<file path="src/rtl/mem_lsu_if.sv">
// Core-side and bus-side handshake bundle for the load/store unit.
// master: the LSU itself. slave: the core plus bus fabric driving it.
interface mem_lsu_if #(
  parameter int ADDR_W = 32
);
  logic              cpu_valid;
  logic              cpu_wen;
  logic [2:0]        cpu_memop;
  logic [ADDR_W-1:0] cpu_addr;
  logic [31:0]       cpu_wdata;
  logic              cpu_busy;
  logic              cpu_done;
  logic [31:0]       cpu_rdata;
  logic              cpu_err;
  logic              bus_req;
  logic              bus_we;
  logic [ADDR_W-1:0] bus_addr;
  logic [31:0]       bus_wdata;
  logic [3:0]        bus_wstrb;
  logic              bus_gnt;
  logic              bus_resp;
  logic [31:0]       bus_rdata;

  modport master (
    input  cpu_valid, cpu_wen, cpu_memop, cpu_addr, cpu_wdata,
    input  bus_gnt, bus_resp, bus_rdata,
    output cpu_busy, cpu_done, cpu_rdata, cpu_err,
    output bus_req, bus_we, bus_addr, bus_wdata, bus_wstrb
  );

  modport slave (
    output cpu_valid, cpu_wen, cpu_memop, cpu_addr, cpu_wdata,
    output bus_gnt, bus_resp, bus_rdata,
    input  cpu_busy, cpu_done, cpu_rdata, cpu_err,
    input  bus_req, bus_we, bus_addr, bus_wdata, bus_wstrb
  );
endinterface

</file>
<file path="src/rtl/mem_lsu.sv">
// Load/store unit: one outstanding core access at a time, turned into a
// word-aligned bus request with byte strobes; load data is lane-extracted
// and sign/zero-extended.
// Optional macro LSU_MISALIGN_TRAP_EN: misaligned H/HU/W accesses trap to an
// error completion instead of being force-aligned.
module mem_lsu #(
  parameter int ADDR_W = 32
) (
  input  logic     clk,
  input  logic     rst,
  mem_lsu_if.master lsu
);

  typedef enum logic [2:0] {
    S_IDLE, S_REQ, S_WAIT, S_DONE, S_DONE_ERR
  } state_t;

  state_t            r_state;
  state_t            w_state_next;
  logic              r_bus_req;
  logic              r_bus_we;
  logic [ADDR_W-1:0] r_bus_addr;
  logic [31:0]       r_bus_wdata;
  logic [3:0]        r_bus_wstrb;
  logic [1:0]        r_off;
  logic [2:0]        r_memop;
  logic [31:0]       r_rdata;

  logic       w_legal_op;
  logic       w_misalign;
  logic       w_legal;
  logic [1:0] w_off;
  logic [1:0] w_eff_off;
  logic       w_size_h;
  logic       w_size_w;
  logic [3:0] w_strb;
  logic [31:0] w_wdata_sh;
  logic [31:0] w_rshift;
  logic [31:0] w_load_ext;

  assign w_off    = lsu.cpu_addr[1:0];
  assign w_size_h = (lsu.cpu_memop[1:0] == 2'b01);
  assign w_size_w = (lsu.cpu_memop[1:0] == 2'b10);

  // Decode legality of the presented memop; unsigned sizes exist only for loads.
  always_comb begin
    w_legal_op = 1'b0;
    case (lsu.cpu_memop)
      3'b000, 3'b001, 3'b010: w_legal_op = 1'b1;
      3'b100, 3'b101:         w_legal_op = ~lsu.cpu_wen;
      default:                w_legal_op = 1'b0;
    endcase
  end

`ifdef LSU_MISALIGN_TRAP_EN
  assign w_misalign = (w_size_h & w_off[0]) | (w_size_w & (|w_off));
  assign w_eff_off  = w_off;
`else
  // Without trapping, the offset is snapped down to the access size.
  assign w_misalign = 1'b0;
  assign w_eff_off  = w_size_w ? 2'b00 : (w_size_h ? {w_off[1], 1'b0} : w_off);
`endif

  assign w_legal    = w_legal_op & ~w_misalign;
  assign w_wdata_sh = lsu.cpu_wdata << {w_eff_off, 3'b000};

  // Byte enables for stores; loads always fetch the full word.
  always_comb begin
    w_strb = 4'b1111;
    if (lsu.cpu_wen) begin
      case (lsu.cpu_memop[1:0])
        2'b00:   w_strb = 4'b0001 << w_eff_off;
        2'b01:   w_strb = 4'b0011 << w_eff_off;
        default: w_strb = 4'b1111;
      endcase
    end
  end

  assign w_rshift = lsu.bus_rdata >> {r_off, 3'b000};

  // Extract and extend the addressed lanes of the returned word.
  always_comb begin
    w_load_ext = w_rshift;
    case (r_memop)
      3'b000:  w_load_ext = {{24{w_rshift[7]}}, w_rshift[7:0]};
      3'b001:  w_load_ext = {{16{w_rshift[15]}}, w_rshift[15:0]};
      3'b100:  w_load_ext = {24'd0, w_rshift[7:0]};
      3'b101:  w_load_ext = {16'd0, w_rshift[15:0]};
      default: w_load_ext = w_rshift;
    endcase
  end

  // Next-state logic for the access sequencer.
  always_comb begin
    w_state_next = r_state;
    case (r_state)
      S_IDLE: begin
        if (lsu.cpu_valid) w_state_next = w_legal ? S_REQ : S_DONE_ERR;
      end
      S_REQ:      if (lsu.bus_gnt)  w_state_next = S_WAIT;
      S_WAIT:     if (lsu.bus_resp) w_state_next = S_DONE;
      S_DONE:     w_state_next = S_IDLE;
      S_DONE_ERR: w_state_next = S_IDLE;
      default:    w_state_next = S_IDLE;
    endcase
  end

  // State register.
  always_ff @(posedge clk or negedge rst) begin
    if (!rst) r_state <= S_IDLE;
    else      r_state <= w_state_next;
  end

  // Request latching, bus handshake and load-data capture.
  always_ff @(posedge clk or negedge rst) begin
    if (!rst) begin
      r_bus_req   <= 1'b0;
      r_bus_we    <= 1'b0;
      r_bus_addr  <= '0;
      r_bus_wdata <= '0;
      r_bus_wstrb <= '0;
      r_off       <= '0;
      r_memop     <= '0;
      r_rdata     <= '0;
    end else begin
      case (r_state)
        S_IDLE: begin
          if (lsu.cpu_valid && w_legal) begin
            r_bus_req   <= 1'b1;
            r_bus_we    <= lsu.cpu_wen;
            r_bus_addr  <= {lsu.cpu_addr[ADDR_W-1:2], 2'b00};
            r_bus_wdata <= w_wdata_sh;
            r_bus_wstrb <= w_strb;
            r_off       <= w_eff_off;
            r_memop     <= lsu.cpu_memop;
          end
        end
        S_REQ:  if (lsu.bus_gnt) r_bus_req <= 1'b0;
        S_WAIT: if (lsu.bus_resp && !r_bus_we) r_rdata <= w_load_ext;
        default: ;
      endcase
    end
  end

  assign lsu.cpu_busy  = (r_state != S_IDLE);
  assign lsu.cpu_done  = (r_state == S_DONE) || (r_state == S_DONE_ERR);
  assign lsu.cpu_err   = (r_state == S_DONE_ERR);
  assign lsu.cpu_rdata = r_rdata;
  assign lsu.bus_req   = r_bus_req;
  assign lsu.bus_we    = r_bus_we;
  assign lsu.bus_addr  = r_bus_addr;
  assign lsu.bus_wdata = r_bus_wdata;
  assign lsu.bus_wstrb = r_bus_wstrb;

endmodule

</file>
<file path="src/flat_wrapper.sv">
// flat-port wrapper written by rule: the top's interface ports become plain ports
module mem_lsu_flat 
#(
  parameter int ADDR_W = 32
)
  (clk, rst, lsu_cpu_valid, lsu_cpu_wen, lsu_cpu_memop, lsu_cpu_addr, lsu_cpu_wdata, lsu_bus_gnt, lsu_bus_resp, lsu_bus_rdata, lsu_cpu_busy, lsu_cpu_done, lsu_cpu_rdata, lsu_cpu_err, lsu_bus_req, lsu_bus_we, lsu_bus_addr, lsu_bus_wdata, lsu_bus_wstrb);
  mem_lsu_if #(.ADDR_W(ADDR_W)) lsu_i ();
  input  logic clk;
  input  logic rst;
  input wire logic [$bits(lsu_i.cpu_valid)-1:0] lsu_cpu_valid;
  input wire logic [$bits(lsu_i.cpu_wen)-1:0] lsu_cpu_wen;
  input wire logic [$bits(lsu_i.cpu_memop)-1:0] lsu_cpu_memop;
  input wire logic [$bits(lsu_i.cpu_addr)-1:0] lsu_cpu_addr;
  input wire logic [$bits(lsu_i.cpu_wdata)-1:0] lsu_cpu_wdata;
  input wire logic [$bits(lsu_i.bus_gnt)-1:0] lsu_bus_gnt;
  input wire logic [$bits(lsu_i.bus_resp)-1:0] lsu_bus_resp;
  input wire logic [$bits(lsu_i.bus_rdata)-1:0] lsu_bus_rdata;
  output wire logic [$bits(lsu_i.cpu_busy)-1:0] lsu_cpu_busy;
  output wire logic [$bits(lsu_i.cpu_done)-1:0] lsu_cpu_done;
  output wire logic [$bits(lsu_i.cpu_rdata)-1:0] lsu_cpu_rdata;
  output wire logic [$bits(lsu_i.cpu_err)-1:0] lsu_cpu_err;
  output wire logic [$bits(lsu_i.bus_req)-1:0] lsu_bus_req;
  output wire logic [$bits(lsu_i.bus_we)-1:0] lsu_bus_we;
  output wire logic [$bits(lsu_i.bus_addr)-1:0] lsu_bus_addr;
  output wire logic [$bits(lsu_i.bus_wdata)-1:0] lsu_bus_wdata;
  output wire logic [$bits(lsu_i.bus_wstrb)-1:0] lsu_bus_wstrb;
  assign lsu_i.cpu_valid = lsu_cpu_valid;
  assign lsu_i.cpu_wen = lsu_cpu_wen;
  assign lsu_i.cpu_memop = lsu_cpu_memop;
  assign lsu_i.cpu_addr = lsu_cpu_addr;
  assign lsu_i.cpu_wdata = lsu_cpu_wdata;
  assign lsu_i.bus_gnt = lsu_bus_gnt;
  assign lsu_i.bus_resp = lsu_bus_resp;
  assign lsu_i.bus_rdata = lsu_bus_rdata;
  assign lsu_cpu_busy = lsu_i.cpu_busy;
  assign lsu_cpu_done = lsu_i.cpu_done;
  assign lsu_cpu_rdata = lsu_i.cpu_rdata;
  assign lsu_cpu_err = lsu_i.cpu_err;
  assign lsu_bus_req = lsu_i.bus_req;
  assign lsu_bus_we = lsu_i.bus_we;
  assign lsu_bus_addr = lsu_i.bus_addr;
  assign lsu_bus_wdata = lsu_i.bus_wdata;
  assign lsu_bus_wstrb = lsu_i.bus_wstrb;
  mem_lsu #(.ADDR_W(ADDR_W)) u_core (.clk(clk), .rst(rst), .lsu(lsu_i));
endmodule
</file>
<file path="config.mk">
export PLATFORM = sky130hd
export DESIGN_NAME = mem_lsu_flat
export DESIGN_NICKNAME = d
export VERILOG_FILES = /design/src/rtl/mem_lsu_if.sv /design/src/rtl/mem_lsu.sv /design/src/flat_wrapper.sv
export SDC_FILE = /design/constraint.sdc
export NUM_CORES = 1
export LEC_CHECK = 0
export CAP_MARGIN = 20
export CELL_PAD_IN_SITES_DETAIL_PLACEMENT = 0
export CELL_PAD_IN_SITES_GLOBAL_PLACEMENT = 1
export CORE_MARGIN = 5
export CORE_UTILIZATION = 33
export CTS_CLUSTER_SIZE = 12
export DETAILED_ROUTE_END_ITERATION = 8
export HOLD_SLACK_MARGIN = 0.12
export PLACE_DENSITY_LB_ADDON = 0.08
export SYNTH_ARGS = -nofsm -noshare
export SYNTH_HDL_FRONTEND = slang
export SYNTH_SLANG_ARGS = --single-unit
export TNS_END_PERCENT = 50
</file>
<file path="constraint.sdc">
create_clock -name clk -period 2.27 [get_ports clk]
set_input_delay 0.5675 -clock clk [delete_from_list [all_inputs] [get_ports clk]]
set_output_delay 0.5675 -clock clk [all_outputs]
set_load 0.01 [all_outputs]
</file>
==> qor.txt <==
count of final hold-check violations = 0
FMAX = 0.463 GHz
met3 usage = 0.0563
required time of the critical path = 1.70 ns
final setup TNS = 0 ns
register area share after synthesis = 0.508
initial antenna violation count = 1
Final Cycle Share = 0.951
Netlist cell types = 46
GRT overflow = 0
GR Util met1 = 0.239
synthesized cell area = 0.00532 mm²
Most Crowded Layer GR = met2
first-pass GRT wire length = 26.2 mm
ys async rst share = 1.00
die width = 137 µm
max_cap viols = 0
crit path capture type = output pin
Reg2Reg Launch Point = u_core.r_state[2]
outcome = completed
Worst slew margin = 0.597
row count = 46
number of routed nets with antenna violations = 0
Internal Power = 6350 µW
Port Buffer Count = 207
Setup WS pre-CTS = -0.0727 ns
yosys warns = 0
Reg clk slew, reported paths = 0.07 ns
CTS tree = yes
drt drc = 0
clock network power share = 0.159
Sequential Power Share = 0.351
worst-skew pair later-pin latency = 0.35 ns
Ant. Diodes = 0
Initial Utilization = 0.336
fin. max-slew vios = 0
Nets = 800
DP HPWL = 12.2 mm
core box area = 0.0158 mm²
FF+latch count, synth = 108
R2R Setup Slk = 0.42 ns
worst-path maximum fanout = 6
Via density = 5.04
postcts setup bufs = 0
VDD IR max = 0.000538 V
min-delay worst type = input port to asynchronous set/reset pin
number of synthesized flops with an enable pin = 0
PD cells = 1210 mW/mm²
mean post-synth cell area = 10.9 µm²
Sw Share = 0.352
boundary pin count = 210
RR Endpoint = u_core.lsu.bus_wdata[4]
GRT Resource Usage Total = 0.178
logic gate share of total power = 0.491
leakage = 0.00337 µW
share of cells above drive strength 1 = 0.146
r2r worst-path depth = 5
endpoints failing setup = 0
Clock Sinks = 108
largest net degree at the start of global routing = 109
chip height = 137 µm
GPL Wtd Cong = 0.819
CTS HTree Levels = 3
Slew @ Worst Pin = 0.604 ns
fillers = 1464
RSZ-0062 raised after global routing = no
power consumption = 9810 µW
Synth Flop Type = dfrtp_1
Worst Slack Setup Final = 0.111 ns
cts bufs inserted = 9
Die Area = 0.0187 mm²
crit path launch = u_core.r_state[1]
skew final = 0.00828 ns
DRT Pass-1 Iters = 5
via count = 4614
drt total wl = 16.6 mm
CTS Buffer Depth = 2
vias in the first global route = 4804
Layout area overhead = 51.9%
Finished Core Util = 0.510
post-route minimum period = 2.16 ns
Clock Root Buffer = clkbuf_16
Worst Path Class, Setup = flip-flop to output pin
cts-stage hold buffer count = 0
M2 GR Usage = 0.277
initial DRC count = 261
WP data arrival = 1.59 ns
Net Switching = 3460 µW
CP Launch Type = flip-flop
Synth Instances = 488
wire length per cell = 18.1 µm
## worst max-delay path by stage
stage,end,cells after the start
after floorplan,u_core.lsu.cpu_rdata[16],4
after global placement,u_core.lsu.bus_addr[20],6
after detailed placement,u_core.lsu.bus_wdata[4],6
after CTS,lsu_cpu_busy,2
after global routing,lsu_cpu_err,2
final,lsu_cpu_err,2
## cells in the mapped netlist, types with 2 or more instances
master / count / area (µm²)
dfrtp_1: 108 / 2700
nand2_1: 48 / 180
mux2_2: 45 / 507
a21oi_1: 34 / 170
a211oi_1: 32 / 240
mux2i_1: 25 / 250
o21ai_0: 23 / 115
nor2_1: 19 / 71.3
nor2b_1: 19 / 119
and3_1: 17 / 106
buf_2: 17 / 85.1
clkbuf_1: 17 / 63.8
o31ai_1: 16 / 120
a22o_1: 8 / 70.1
o311ai_1: 8 / 70.1
o2bb2ai_1: 7 / 61.3
nand2b_1: 5 / 31.3
buf_4: 4 / 30.0
nand3b_1: 3 / 22.5
a21boi_0: 2 / 15.0
a221oi_1: 2 / 17.5
buf_1: 2 / 7.51
buf_6: 2 / 22.5
inv_1: 2 / 7.51
nand3_1: 2 / 10.0
## cells by family after synthesis
| logic type | after synthesis | synth area share |
|---|---|---|
| AO/OA/AOI/OAI | 139 | 0.178 |
| buffers and inverters | 45 | 0.0414 |
| flip-flops | 108 | 0.508 |
| multiplexers | 71 | 0.147 |
| other | 1 | 0.000706 |
| AND/OR/NAND/NOR | 124 | 0.125 |
## sequential cells by signal (all words and copies together) (netlist names)
signal and cells:
u_core.lsu.bus_wdata 32, u_core.r_off 2, u_core.lsu.bus_wstrb 4, u_core.lsu.bus_req 1
u_core.r_memop 3, u_core.lsu.bus_addr 30, u_core.r_state 3, u_core.lsu.bus_we 1
u_core.lsu.cpu_rdata 32
## critical path, stage by stage, from the launching register on
cell             delay [ns]
dfrtp_1                0.44
nor3b_2                0.21
clkdlybuf4s50_1        0.59
## power by group through the flow
stage	Combinational, µW	Sequential, µW	Clock, µW
after floorplan	1850	3770	0
after global placement	4810	3450	0
after detailed placement	4870	3470	0
after CTS	4890	3450	1620
after global routing	5220	3570	1690
final	4810	3440	1560
## cell usage in the layout, fill, tap and decap left out, drive strengths merged, types with 5 or more instances in the layout
master,netlist,routed
clkdlybuf4s50,0,204
nor2b,19,19
o311ai,8,8
mux2,45,45
a21oi,34,34
o2bb2ai,7,7
a22o,8,8
nand2,49,49
nand2b,5,5
inv,2,6
nor2,19,19
mux2i,25,25
o31ai,17,17
o21ai,23,23
buf,25,31
a211oi,32,32
clkbuf,17,9
and3,17,17
dfrtp,108,108
## cell type report
type,instances,area (µm²),share of cell area
sequential,108,2700,0.335
multi-input combinational,336,2410,0.298
tap,216,270,0.0335
timing repair buffer,237,2400,0.297
clock buffer,9,225,0.0279
inverter,3,11.3,0.00139
clock inverter,7,58.8,0.00728
## per-layer routing
layer | share of wire | wire, µm | vias to the layer above
met2 | 0.47 | 7750 | 162
met1 | 0.43 | 7170 | 2240
met4 | 0.016 | 269 | 2
met3 | 0.082 | 1360 | 25
li1 | - | - | 2185
met5 | 0.0012 | 20 | -
## metrics by stage
| step | instances | hold WS [ns] | cell area [µm²] |
|---|---|---|---|
| floorplan | 489 | 0.272 | 5320 |
| global placement | 900 | 0.465 | 7780 |
| detailed placement | 900 | 0.469 | 7780 |
| CTS | 916 | 0.315 | 8070 |
| global route | 916 | 0.343 | 8070 |
| finish | 916 | 0.274 | 8070 |
## timing repair
| action | CTS | global route |
|---|---|---|
| gates resized for setup | 2 | 1 |
| pin swaps | 0 | 0 |
| endpoints found under the setup margin | 3 | 1 |
Note: power is estimated with default switching activity, not from simulation.
